`config.mk`:
```
export PLATFORM = sky130hd
export DESIGN_NAME = sha_job_deframer
export DESIGN_NICKNAME = d
export VERILOG_FILES = /design/src/rtl/sha_job_pkg.sv /design/src/rtl/sha_job_deframer.sv
export SDC_FILE = /design/constraint.sdc
export NUM_CORES = 2
export LEC_CHECK = 0
export BUFFER_PORTS_ARGS = -buffer_cell sky130_fd_sc_hd__buf_4
export CORE_AREA = 10 10 329 331
export CTS_CLUSTER_DIAMETER = 30
export DETAILED_ROUTE_END_ITERATION = 12
export DIE_AREA = 0 0 339 341
export PLACE_DENSITY = 0.82
export SLEW_MARGIN = 5
export SYNTH_ARGS = -nofsm -noshare
export SYNTH_HDL_FRONTEND = slang
export SYNTH_SLANG_ARGS = --single-unit
```
`constraint.sdc`:
```
create_clock -name clk -period 43.8 [get_ports clk]
set_input_delay 4.38 -clock clk [delete_from_list [all_inputs] [get_ports clk]]
set_output_delay 4.38 -clock clk [all_outputs]
set_load 0.005 [all_outputs]
```
`src/rtl/sha_job_pkg.sv`:
```
// Shared types and constants for the job deframer: payload layout, FSM states,
// and the decoded job record with its payload-to-field mapping.
package sha_job_pkg;

   localparam logic [7:0] SOF_DEFAULT   = 8'hA5;
   localparam int         PAYLOAD_BYTES = 84;
   localparam int         DATA_OFS      = 0;
   localparam int         STATE_OFS     = 12;
   localparam int         TARGET_OFS    = 44;
   localparam int         NONCE_OFS     = 76;
   localparam int         POS_OFS       = 80;

   typedef enum logic [1:0] {HUNT, PAYLOAD, CSUM, HOLD} deframe_state_t;

   typedef logic [PAYLOAD_BYTES-1:0][7:0] payload_t;

   typedef struct packed {
      logic [11:0][7:0] data;
      logic [7:0][31:0] state;
      logic [31:0][7:0] target;
      logic [31:0]      nonce;
      logic [31:0]      pos;
   } sha_job_t;

   // Midstate words are big-endian; nonce and position are little-endian.
   function automatic sha_job_t unpack_job(input payload_t p);
      sha_job_t j;
      for (int k = 0; k < 12; k++) j.data[k] = p[DATA_OFS+k];
      for (int i = 0; i < 8; i++)
         j.state[i] = {p[STATE_OFS+4*i], p[STATE_OFS+4*i+1],
                       p[STATE_OFS+4*i+2], p[STATE_OFS+4*i+3]};
      for (int k = 0; k < 32; k++) j.target[k] = p[TARGET_OFS+k];
      j.nonce = {p[NONCE_OFS+3], p[NONCE_OFS+2], p[NONCE_OFS+1], p[NONCE_OFS]};
      j.pos   = {p[POS_OFS+3], p[POS_OFS+2], p[POS_OFS+1], p[POS_OFS]};
      return j;
   endfunction

endpackage

```
`src/rtl/sha_job_deframer.sv`:
```
// Byte-stream deframer: hunts SOF, stages an 84-byte payload, verifies the XOR
// checksum and holds the decoded job on a valid/ready port until it is taken.
module sha_job_deframer
   import sha_job_pkg::*;
#(
   parameter logic [7:0] SOF_BYTE       = SOF_DEFAULT,
   parameter int         TIMEOUT_CYCLES = 100_000
) (
   input  logic                clk,
   input  logic                in_rst,
   input  logic                in_byte_valid,
   input  logic [7:0]          in_byte_data,
   output logic                out_byte_ready,
   output logic                out_job_valid,
   input  logic                in_job_ready,
   output logic [11:0][7:0]    out_job_data,
   output logic [7:0][31:0]    out_job_state,
   output logic [31:0][7:0]    out_job_target,
   output logic [31:0]         out_job_nonce,
   output logic [31:0]         out_job_pos,
   output logic                out_err_csum,
   output logic                out_err_tmo
);

   localparam int            TW       = $clog2(TIMEOUT_CYCLES);
   localparam logic [TW-1:0] TMO_LAST = TW'(TIMEOUT_CYCLES - 1);
   localparam logic [6:0]    CNT_LAST = 7'(PAYLOAD_BYTES - 1);

   deframe_state_t state_q, state_d;
   logic [6:0]     cnt_q, cnt_d;
   logic [7:0]     csum_q, csum_d;
   logic [TW-1:0]  timer_q, timer_d;
   payload_t       stage_q, stage_d;
   sha_job_t       job_q, job_d;
   logic           valid_q, valid_d;
   logic           err_csum_q, err_csum_d;
   logic           err_tmo_q, err_tmo_d;
   logic           accept;
   logic           stage_we;

   assign out_byte_ready = (state_q != HOLD);
   assign accept         = in_byte_valid & out_byte_ready;

   // Only the byte addressed by the payload counter is rewritten.
   for (genvar gi = 0; gi < PAYLOAD_BYTES; gi++) begin : g_stage
      assign stage_d[gi] = (stage_we && cnt_q == 7'(gi)) ? in_byte_data : stage_q[gi];
   end

   always_comb begin
      state_d    = state_q;
      cnt_d      = cnt_q;
      csum_d     = csum_q;
      timer_d    = timer_q;
      job_d      = job_q;
      valid_d    = valid_q;
      err_csum_d = 1'b0;
      err_tmo_d  = 1'b0;
      stage_we   = 1'b0;

      case (state_q)
         HUNT: begin
            if (accept && in_byte_data == SOF_BYTE) begin
               state_d = PAYLOAD;
               cnt_d   = '0;
               csum_d  = '0;
               timer_d = '0;
            end
         end
         PAYLOAD, CSUM: begin
            if (accept) begin
               timer_d = '0;
               if (state_q == PAYLOAD) begin
                  stage_we = 1'b1;
                  csum_d   = csum_q ^ in_byte_data;
                  cnt_d    = cnt_q + 7'd1;
                  if (cnt_q == CNT_LAST) state_d = CSUM;
               end else if (in_byte_data == csum_q) begin
                  job_d   = unpack_job(stage_q);
                  valid_d = 1'b1;
                  state_d = HOLD;
               end else begin
                  err_csum_d = 1'b1;
                  state_d    = HUNT;
               end
            end else if (timer_q == TMO_LAST) begin
               err_tmo_d = 1'b1;
               state_d   = HUNT;
            end else begin
               timer_d = timer_q + 1'b1;
            end
         end
         HOLD: begin
            if (in_job_ready) begin
               valid_d = 1'b0;
               state_d = HUNT;
            end
         end
         default: state_d = HUNT;
      endcase
   end

   always_ff @(posedge clk or posedge in_rst) begin
      if (in_rst) begin
         state_q    <= HUNT;
         cnt_q      <= '0;
         csum_q     <= '0;
         timer_q    <= '0;
         stage_q    <= '0;
         job_q      <= '0;
         valid_q    <= 1'b0;
         err_csum_q <= 1'b0;
         err_tmo_q  <= 1'b0;
      end else begin
         state_q    <= state_d;
         cnt_q      <= cnt_d;
         csum_q     <= csum_d;
         timer_q    <= timer_d;
         stage_q    <= stage_d;
         job_q      <= job_d;
         valid_q    <= valid_d;
         err_csum_q <= err_csum_d;
         err_tmo_q  <= err_tmo_d;
      end
   end

   assign out_job_valid  = valid_q;
   assign out_job_data   = job_q.data;
   assign out_job_state  = job_q.state;
   assign out_job_target = job_q.target;
   assign out_job_nonce  = job_q.nonce;
   assign out_job_pos    = job_q.pos;
   assign out_err_csum   = err_csum_q;
   assign out_err_tmo    = err_tmo_q;

endmodule

```
==> impl.org <==
** Timing
- On the final layout, the worst clock skew is 0.0460 ns.
- The final critical path takes up between 20% and 30% of the cycle.
- Final-layout setup total negative slack :: 0 ns
- Max frequency :: 0.0951 GHz
- Setup slack after layout :: 33.29 ns
- Final setup violation count :: 0
- Slew headroom :: roughly 16%
- The number of max-slew violations in the final report was 0.
- Slew at the pin with the worst max-slew slack :: 1.26 ns
- Subtracting the final worst setup slack from the clock period gives 10.51 ns.
- Setup repair after global routing missed its margin :: false
- Count of final hold-check violations :: 0

** Finish
- Number of fill cells :: 6,615
- The final layout contains about 4,000 nets.
- Compared with the post-synthesis result, the final layout area differs by 27.2%.
- For this run, the share of the core covered by cells in the final layout is 65.8%.
- Summing all non-filler instances in the final layout gives an area of 66,800 um^2.
- The post-route netlist has 56.7% of its cells at a drive strength greater than 1.

** Synthesis
- Syn. warnings :: 0
- Cell count after synthesis :: between 3,000 and 4,000
- Average footprint of a synthesized cell :: 16.3 um^2
- Net count of the mapped netlist :: roughly 3,200
- Counting distinct cell types in the post-synthesis netlist gives 54.
- Counting flops and latches in the post-synthesis netlist gives 1,381.
- Number of synthesized flops with an enable pin :: 0
- The largest total area in the synthesized netlist belongs to dfrtp_1.
- After synthesis, the largest area contributor takes up roughly 66% of total cell area.
- Dominant synthesized flop cell :: dfrtp_1
- The share of the Yosys chip area taken by registers is 65.8%.
- Post-Synthesis Cell Area :: 52,500 um^2
- Ranked by total cell area, the synthesized netlist is headed by dfrtp_1 (66%), mux2_2 (27%), mux2_1 (2.3%).
- Of all flip-flops after synthesis, the portion carrying an async set or reset was 100%.

** Detailed routing
- Detailed-route DRC error count :: 0
- Number of search-and-repair iterations in the first detailed-routing pass :: 5
- Once detail routing completed, the nets flagged for antenna violations numbered 0.
- Dividing the detail-routed wire length by the instance count gives about 26 um.
- Total number of vias :: 31,022
- Summed over all layers, the routed wires come to approximately 140 mm.
- Vias per inst :: 5.58
- Initial drt markers :: 2,072

** Critical path
- In this run the critical register-to-register path is captured at out_job_target[46].
- Endpoint class of the critical path :: asynchronous set/reset pin
- Minimum setup slack among reg-to-reg paths :: 36.29 ns
- Along the worst path, the maximum fanout reaches 139.
- Cell count of the worst reg-to-reg path :: 10
- The most critical setup path has its endpoint at out_job_state[34].
- The critical path in this run is classified as in -> async.
- For the worst setup path, the data arrival time is approximately 11 ns.
- Data on the critical path is required at its endpoint by 44.60 ns.
- Critical Path Source Type :: input pin
- The startpoint identified for the worst register-to-register timing path is state_q[0].
- The most critical setup path has its startpoint at in_rst.

** Clock network
- Max H-tree Level :: 4
- In this run, CTS created clock tree buffers numbering 227.
- Clock-pin slew was measured on the worst setup and hold paths at approximately 0.050 ns.
- Total of cells resized after clock tree synthesis :: 0
- Post-CTS setup buffers :: 0
- CTS placed an instance of clkbuf_16 at the clock tree root.
- Number of sinks driven by the clock tree :: 1,381
- Hold buffer count at CTS :: 0
- TritonCTS built the clock tree.
- The later pin in the worst-skew pair is clocked with a latency of 0.81 ns.
- Buffer depth of the longest clock path :: 3

** Global routing
- The number of antenna violations at the first check in global routing came to 3.
- Global routing used between 20% and 30% of the available tracks.
- The first global-routing pass estimated roughly 220 mm of wire.
- Summed over all layers, the global routing overflow is 0.
- The via count of the first global-routing pass is between 30,000 and 40,000.
- Pin count of the biggest net entering global routing :: 189

** Placement
- Placer congestion estimate :: ~0.77
- After legalization and detailed placement, the total HPWL measured 87.2 mm.
- Port buffering added between 600 and 700 buffers.
- DP Area :: 58,700 um^2
- Worst setup timing slack at the placement stage :: 32.15 ns

** Min path
- Number of stages on the worst hold path :: 1
- Worst hold path type :: reg -> reg

** Floorplan
- From left edge to right edge, the die measures 339 um.
- Site Rows :: 117
- Die boundary height :: 341 um
- For this configuration, the core starts out at a cell density of 51.7%.
- I/O pin cnt :: 688
- The floorplan step defined a die boundary enclosing approximately 120,000 um^2.
- Core ar. :: 101,000 um^2

** Pwr
- Summed over all cells, the static leakage comes to 35.3 nW.
- Post-layout power :: 3.39 mW
- VDD sags by at most 0.0395 mV.
- For this design the ratio of total power to cell area is 50.8 nW/um^2.

** Run
- Max-cap viol count :: 0

** Status
- Outcome :: completed
==> placed cells by master, fill, tap and decap left out, drive strengths merged, types with 2 or more instances in the layout <==
master / n
o211ai: 2
nand2: 106
xor2: 8
nor4bb: 2
nor2: 32
nor4: 4
and2: 5
and4: 4
clkinv: 63
inv: 43
a21oi: 4
mux2: 1346
nand3: 17
diode: 2
nor3: 13
nand3b: 10
clkinvlp: 23
or3: 8
nand2b: 4
and3: 7
dfrtp: 1381
a211o: 5
a221o: 8
nand4b: 2
o31ai: 2
or3b: 3
buf: 721
bufinv: 27
nor3b: 3
nand4: 5
clkbuf: 283
or2: 2
a31oi: 3
o21ai: 15
ha: 10
nor2b: 8
a21o: 2
o41ai: 3
==> final cells by class <==
class / count / area (um^2) / share of cell area (%)
inverter: 10 / 45.0 / 0.0674
tap: 1368 / 1710 / 2.56
sequential: 1381 / 34600 / 51.7
antenna: 2 / 5.00 / 0.00749
multi-input combinational: 1653 / 16900 / 25.4
timing repair buffer: 721 / 5480 / 8.20
clock inverter: 146 / 1860 / 2.78
clock buffer: 283 / 6190 / 9.27
==> cell families (layout without fill, tap and decap cells) <==
group / count (synthesis) / count (layout) / synth area share [%]
and+or+nand+nor: 239 / 239 / 2.28
AOI/OAI and AO/OA: 49 / 49 / 0.713
DFF: 1381 / 1381 / 65.8
muxes: 1347 / 1347 / 28.9
xor gates and xnor gates: 8 / 8 / 0.133
adders and majority gates: 10 / 10 / 0.238
buffers and inverters: 186 / 1160 / 1.91
other: 0 / 2 / 0
==> flip-flops by register name (all words and copies together) (netlist names) <==
signal,cells
out_job_state,256
cnt_q,7
out_job_valid,1
out_err_tmo,1
out_job_nonce,32
csum_q,8
out_job_pos,32
out_err_csum,1
out_job_data,96
state_q,2
timer_q,17
stage_q,672
out_job_target,256
==> cell usage after synthesis (10+ instances only) <==
master	number
buf_2	26
buf_4	51
buf_6	11
clkbuf_1	88
dfrtp_1	1381
ha_1	10
inv_1	10
mux2_1	108
mux2_2	1238
nand2_1	106
nand3_1	17
nand3b_1	10
nor2_1	31
nor3_1	12
o21ai_0	14
==> power breakdown <==
| group | internal, mW | switching (mW) | leakage [nW] |
|---|---|---|---|
| clock | 1.17 | 0.655 | 3.89 |
| sequential | 1.33 | 0.0363 | 19.2 |
| combinational | 0.0712 | 0.120 | 12.2 |
==> routing by layer <==
metal	global-route usage, %	routed length, um	part of all wire, %
met4	8.79	4410	3.1
met3	6.77	10200	7.1
met2	39.0	68900	48
met5	0	0	0
met1	31.7	60400	42
==> critical path, cell delays in order <==
cell	delay, ns
buf_4	0.13
inv_8	0.58
buf_4	0.86
buf_4	0.85
buf_4	0.84
buf_4	0.87
buf_4	0.77
buf_4	0.90
buf_4	0.84
==> worst min path at each step <==
| stage | start | end | slack [ns] |
|---|---|---|---|
| floorplan | stage_q[248] | out_job_state[128] | 0.46 |
| detailed placement | stage_q[305] | out_job_state[201] | 0.47 |
| global route | stage_q[479] | out_job_target[127] | 0.49 |
| global placement | stage_q[302] | out_job_state[214] | 0.46 |
| finish | stage_q[312] | out_job_state[192] | 0.48 |
| CTS | stage_q[479] | out_job_target[127] | 0.48 |
==> stage by stage <==
stage	hold WS, ns	cells
floorplan	0.459	3220
global placement	0.465	5133
detailed placement	0.473	5133
CTS	0.479	5562
global route	0.494	5562
finish	0.480	5564
No activity file was read; power rests on OpenSTA's default activity.
